**config.mk**
```make
export PLATFORM = sky130hd
export DESIGN_NAME = lsu_mem_port
export DESIGN_NICKNAME = d
export VERILOG_FILES = /design/src/rtl/lsu_mem_port.sv
export SDC_FILE = /design/constraint.sdc
export NUM_CORES = 1
export LEC_CHECK = 0
export BUFFER_PORTS_ARGS = -buffer_cell sky130_fd_sc_hd__buf_2
export CAP_MARGIN = 40
export CORE_ASPECT_RATIO = 0.8
export CORE_MARGIN = 1
export CORE_UTILIZATION = 45
export DETAILED_ROUTE_END_ITERATION = 10
export GPL_TIMING_DRIVEN = 0
export PLACE_DENSITY = 0.84
export REMOVE_ABC_BUFFERS = 1
export SKIP_CTS_REPAIR_TIMING = 1
export SLEW_MARGIN = 40
export SYNTH_ARGS = -nofsm -noshare
export SYNTH_HDL_FRONTEND = slang
export SYNTH_SLANG_ARGS = --single-unit
```
**constraint.sdc**
```tcl
create_clock -name clk -period 1.9 [get_ports clk]
set_input_delay 0.38 -clock clk [delete_from_list [all_inputs] [get_ports clk]]
set_output_delay 0.38 -clock clk [all_outputs]
set_load 0.05 [all_outputs]
```
**src/rtl/lsu_mem_port.sv**
```systemverilog
// Load/store initiator: decodes funct3 into a memory command, frames a one-cycle
// enable with stable address/data on both sides, and returns one extended response.
module lsu_mem_port #(
    parameter bit ALIGN_CHECK = 1'b1
) (
    input  logic        clk,
    input  logic        rst_n,
    input  logic        req_valid,
    output logic        req_ready,
    input  logic        req_we,
    input  logic [2:0]  req_funct3,
    input  logic [31:0] req_addr,
    input  logic [31:0] req_wdata,
    output logic        resp_valid,
    input  logic        resp_ready,
    output logic [31:0] resp_rdata,
    output logic        resp_err,
    output logic [31:0] mem_addr,
    output logic [31:0] mem_num,
    output logic [3:0]  mem_ctl,
    input  logic [31:0] mem_out
);

    localparam logic [2:0] LDB = 3'b001;
    localparam logic [2:0] LDH = 3'b010;
    localparam logic [2:0] LDW = 3'b011;
    localparam logic [2:0] STB = 3'b101;
    localparam logic [2:0] STH = 3'b110;
    localparam logic [2:0] STW = 3'b111;

    typedef enum logic [2:0] {
        S_IDLE,
        S_SETUP,
        S_ACCESS,
        S_HOLD,
        S_RESP
    } state_t;

    state_t      r_state;
    state_t      w_next;
    logic        r_is_load;
    logic        r_err;
    logic [2:0]  r_f3;
    logic [2:0]  r_cmd;
    logic [31:0] r_addr;
    logic [31:0] r_wdata;
    logic [31:0] r_data;
    logic [31:0] r_rdata;

    logic        w_f3_ok;
    logic        w_misalign;
    logic        w_legal;
    logic [2:0]  w_cmd;
    logic [31:0] w_ext;

    always_comb begin
        w_cmd   = 3'b000;
        w_f3_ok = 1'b0;
        if (req_we) begin
            case (req_funct3)
                3'b000:  begin w_cmd = STB; w_f3_ok = 1'b1; end
                3'b001:  begin w_cmd = STH; w_f3_ok = 1'b1; end
                3'b010:  begin w_cmd = STW; w_f3_ok = 1'b1; end
                default: ;
            endcase
        end else begin
            case (req_funct3)
                3'b000, 3'b100: begin w_cmd = LDB; w_f3_ok = 1'b1; end
                3'b001, 3'b101: begin w_cmd = LDH; w_f3_ok = 1'b1; end
                3'b010:         begin w_cmd = LDW; w_f3_ok = 1'b1; end
                default: ;
            endcase
        end
        w_misalign = ((req_funct3[1:0] == 2'b01) && req_addr[0]) ||
                     ((req_funct3[1:0] == 2'b10) && (req_addr[1:0] != 2'b00));
        w_legal    = w_f3_ok && !(ALIGN_CHECK && w_misalign);
    end

    always_comb begin
        w_next     = r_state;
        req_ready  = 1'b0;
        resp_valid = 1'b0;
        mem_ctl    = {1'b0, r_cmd};
        case (r_state)
            S_IDLE: begin
                req_ready = 1'b1;
                if (req_valid) w_next = w_legal ? S_SETUP : S_RESP;
            end
            S_SETUP:  w_next = S_ACCESS;
            S_ACCESS: begin
                mem_ctl = {1'b1, r_cmd};
                w_next  = S_HOLD;
            end
            S_HOLD:   w_next = S_RESP;
            S_RESP: begin
                resp_valid = 1'b1;
                if (resp_ready) w_next = S_IDLE;
            end
            default:  w_next = S_IDLE;
        endcase
    end

    // Memory returns zero-extended sub-words, so sign extension is applied here.
    always_comb begin
        w_ext = r_data;
        if (!r_is_load) begin
            w_ext = '0;
        end else begin
            case (r_f3)
                3'b000:  w_ext = {{24{r_data[7]}}, r_data[7:0]};
                3'b001:  w_ext = {{16{r_data[15]}}, r_data[15:0]};
                3'b100:  w_ext = {24'h000000, r_data[7:0]};
                3'b101:  w_ext = {16'h0000, r_data[15:0]};
                default: w_ext = r_data;
            endcase
        end
    end

    always_ff @(posedge clk or negedge rst_n) begin
        if (!rst_n) begin
            r_state   <= S_IDLE;
            r_is_load <= 1'b0;
            r_err     <= 1'b0;
            r_f3      <= '0;
            r_cmd     <= '0;
            r_addr    <= '0;
            r_wdata   <= '0;
            r_data    <= '0;
            r_rdata   <= '0;
        end else begin
            r_state <= w_next;
            case (r_state)
                S_IDLE: begin
                    if (req_valid) begin
                        if (w_legal) begin
                            r_addr    <= req_addr;
                            r_wdata   <= req_wdata;
                            r_cmd     <= w_cmd;
                            r_f3      <= req_funct3;
                            r_is_load <= !req_we;
                        end else begin
                            r_err   <= 1'b1;
                            r_rdata <= '0;
                        end
                    end
                end
                S_ACCESS: r_data <= mem_out;
                S_HOLD: begin
                    r_rdata <= w_ext;
                    r_err   <= 1'b0;
                end
                default: ;
            endcase
        end
    end

    assign mem_addr   = r_addr;
    assign mem_num    = r_wdata;
    assign resp_rdata = r_rdata;
    assign resp_err   = r_err;

endmodule

```
# Word level (Yosys, flattened, before mapping)
# Index checks and enable logic that the tools add are counted.
# Widths: inputs -> output; s select.
# classes
reduce_logical	18
muxes	21
n_eq_ne	16
# op_table
op	n
$pmux 32 s4	1
$mux 32	3
$pmux 32 s2	1
$eq 3x3->1 const B	5
$pmux 3 s5	1
$mux 3	4
$eq 3x1->1 const B	3
$eq 3x2->1 const B	3
$logic_not 3->1	3
$pmux 3 s3	1
$mux 1	7
$ne 2x2->1 const B	3
$pmux 2 s3	1
$reduce_and 3->1	2
$reduce_or 5->1	1
$mux 4	1
$reduce_bool 2->1	2
$reduce_or 2->1	2
$logic_and 1x1->1	3
$reduce_or 3->1	1
$eq 2x1->1 const B	1
$eq 2x2->1 const B	1
$logic_not 1->1	2
$pmux 1 s2	1
2 further kinds	2
# word_totals
reg_bits	139
wordCells	64
out_inout_bits	103

# Logic depth before layout (Yosys ltp)
# logic_depth
ltp_word	8
mapped_depth	6
depth_no_buf	3

# Worst setup path after synthesis
# OpenSTA, ideal clock, no wires.
# synth_timing
path_type	register -> output
from	register r_state[0]
to	output req_ready
slack_ps	-57
stages_incl_launch_ff	3
arrival_time_ps	1577
cell_sequence	dfrtp_1 buf_2 nor3_1
# synth_between
elab_chain_cells	2
# synth_lines
item	line	source
from (decl)	39	state_t r_state;
from (signal assigned)	131	r_state <= w_next;
$logic_not 3->1	84	case (r_state)
$mux 1	84	
to (decl)	9	output logic req_ready,
# Every way passes these cells.

# Worst setup path after layout
# layout_timing
from	register r_state[0]
to	register r_addr[29] (netlist: mem_addr[29])
# layout_between
elab_chain_cells	2
# layout_lines
item	line	source
$logic_not 3->1	132	case (r_state)
$reduce_and 3->1 (no source line)	n/a	
to (signal assigned)	136	r_addr <= req_addr;
to (decl)	45	logic [31:0] r_addr;
# Every way passes these cells.
# A chain may end at the register's enable or synchronous reset.

==> flow_summary.toml <==
[status]
status = "finished with violations"
violations = "negative setup slack"

[floorplanning]
num_rows = 36
start_util_pct = 47.12
die_x_um = 129.3
core_area_um2 = 12390
die_area_um2 = 13430
io_pins = 207
die_h_um = 103.9

[cells_and_area]
design_area_um2 = 8270
postLayoutCoreUtil_pct = 66.77
finalNetCount = 743
instances_no_fill = 822
multi_input_area_um2 = 2146
area_growth_pct = 41.69
antenna_cells = 0
fillCellCount = 845
drive_gt1_share_pct = 63.44
area.sequential_um2 = 3483

[clocking]
clockRootBuffer = "clkbuf_16"
clk_path_buf_depth = 2
clock-sinks = 139
clk_pin_slew_ns = 0.06
htree_levels = 4
cts-buffers-inserted = 17
cts_tree = "done"
clock_latency_ns = 0.41

[worst_setup_path]
start_kind = "flip-flop"
crit_chain = "or4b_4 -> o21bai_4 -> buf_12 -> buf_16 -> buf_12 -> clkbuf_16 -> mux2_4"
crit_path_max_incr_delay_ns = 0.55
cp_max_fo = 8
cpMostUsedCell = "buf_12"
worstPathArrival_ns = 2.58
crit_path_top_delay_cell = "or4b_4"
critPathKind = "flip-flop to flip-flop"
end_kind = "flip-flop"
required_ns = 2.20

[synthesis]
synth_fa_ha_area_share_pct = 0
synth_cells = 376
synth_edf_count = 0
synth_top_family_by_area = "multiplexers"
synthXorXnorAreaFrac_pct = 0.3001
yosysSeqAreaShare_pct = 59.59
synthDistinctLibCells = 34
async_reset_ff_share_pct = 100.0
synth_area_per_cell_um2 = 15.52
ys.warnings.count = 0
synth_ff_type = "dfrtp_1"
yosys.area_share.simple_pct = 3.237
synthMuxAreaShare_pct = 24.39
synth_compound_area_share_pct = 7.310
ys_ff_latch = 139
syn-cell-area_um2 = 5837

[power_and_ir_drop]
leakage_nw = 4.352
pwr-share-seq_pct = 30.3
swShare_pct = 44.03
pwr-share-clk_pct = 19.0
cellPowerDensity_nw_per_um2 = 2142
p_sw_mw = 7.799
power_mw = 17.71
p_int_mw = 9.913
pwr-share-comb_pct = 50.6
ir_worst_vdd_v = 0.001555

[global_route]
antenna_found_initial = 0
grt_pass1_wl_um = 21620
grt_pass1_vias = 4214
grt_util_all_layers_pct = 21.55
grt_overflow_total = 0
grt_start_max_net_pins = 50

[sta]
rsz0062_at_grt = "yes"
tightest_slew_ns = 0.7600
layout_setup_ws_ns = -0.3845
tns_ns = -20.23
finalClockSkew_ns = 0.007481
whs_ns = 0.1922
finalCriticalPeriod_ns = 2.285
hold_viol = 0
post-route-period-util_pct = 120.2
slew-limit-headroom_pct = 48.91
max_freq_mhz = 437.7
setup_viol = 97
report.final.slew_viol_count = 0

[placement]
pre_cts_slack_ns = -0.7858
placedInstanceArea_um2 = 7133
dpl.hpwl_um = 10010
placed_cells = 747
io_buffers = 206
gp_congestion = 0.7831

[drt]
viasPerCell = 4.984
via_count = 4097
drt_iter0_drc = 198
drt_first_pass_iters = 4
drt-wirelength-per-cell_um = 18.23
wl_um = 14980
ant_nets = 0
drcViolationCount = 0

[hold_path]
hp-class = "input port to flip-flop"

[flow_run]
drv_cap = 0
==> critical path: cells and delay by family, from the launching register on <==
family | cells | cell delay, ns
and+or+nand+nor | 1 | 0.55
buffers and inverters | 4 | 0.62
AOI/OAI and AO/OA | 1 | 0.24
DFF | 1 | 0.45
muxes | 1 | 0.30
==> cell families after synthesis <==
family                 count (synthesis)
flip-flops                           139
multiplexers                         104
AO/OA/AOI/OAI                         58
buffers and inverters                 44
AND/OR/NAND/NOR                       29
XOR/XNOR                               2
==> registers in the layout (all words and copies together), names as in the netlist <==
register	flops
r_cmd	3
r_state	3
r_f3	3
resp_rdata	32
r_is_load	1
resp_err	1
r_data	32
mem_num	32
mem_addr	32
==> power by group through the flow <==
stage	Clock [mW]	Combinational (mW)	Sequential (mW)
after global placement	0	8.01	5.26
after detailed placement	0	8.28	5.35
after global routing	3.57	9.37	5.55
final	3.37	8.96	5.37
after CTS	3.43	8.28	5.37
after floorplan	0	2.83	8.66
==> per-layer routing <==
metal	wire [um]	global-route usage, %	up-vias
met4	128	5.798	0
met2	7860	36.56	162
met3	1116	8.539	12
li1	-	-	1860
met1	5876	25.15	2063
met5	0	0	-
==> Yosys cell counts, drive strengths merged (2+ instances only) <==
| library cell | count | area, um^2 |
|---|---|---|
| dfrtp | 139 | 3478 |
| mux2 | 102 | 1404 |
| inv | 22 | 82.58 |
| nor2b | 16 | 100.1 |
| o32ai | 16 | 140.1 |
| buf | 15 | 192.7 |
| a21o | 9 | 67.56 |
| a21oi | 9 | 45.04 |
| o21ai | 9 | 45.04 |
| a22o | 8 | 70.07 |
| clkbuf | 7 | 26.28 |
| mux2i | 2 | 20.02 |
| nor3 | 2 | 10.01 |
| nor4 | 2 | 12.51 |
| o31ai | 2 | 20.02 |
| or4b | 2 | 23.77 |
| xnor2 | 2 | 17.52 |
==> placed cells by master (no fill, tap or decap), drive strengths merged, types with 3 or more instances in the layout <==
cell type,count
a21o,9
a21oi,9
a22o,8
buf,263
bufinv,3
clkbuf,26
clkinv,3
dfrtp,139
inv,21
mux2,102
nor2b,16
o21ai,9
o32ai,16
==> final cells by class <==
class                           instances  area share [%]
Sequential cell                       139           42.12
Multi-Input combinational cell        193           25.95
Timing Repair Buffer                  266           20.97
Clock buffer                           24           5.946
Tap cell                              171           2.587
Clock inverter                          7           1.362
Inverter                               22           1.074
==> path summary, 6_finish.rpt <==
kind	startpoint	endpoint	slack (ns)	cells past startpoint
hold / removal	req_we	r_is_load	0.19	2
min in group asynchronous	rst_n	resp_rdata[28]	0.47	2
setup reg to reg	r_state[0]	mem_addr[29]	-0.38	7
setup / recovery	r_state[0]	mem_addr[29]	-0.38	7
hold reg to reg	resp_rdata[14]	resp_rdata[14]	0.48	1
max in group asynchronous	rst_n	r_data[31]	0.59	4
No activity file was read; power rests on OpenSTA's default activity.
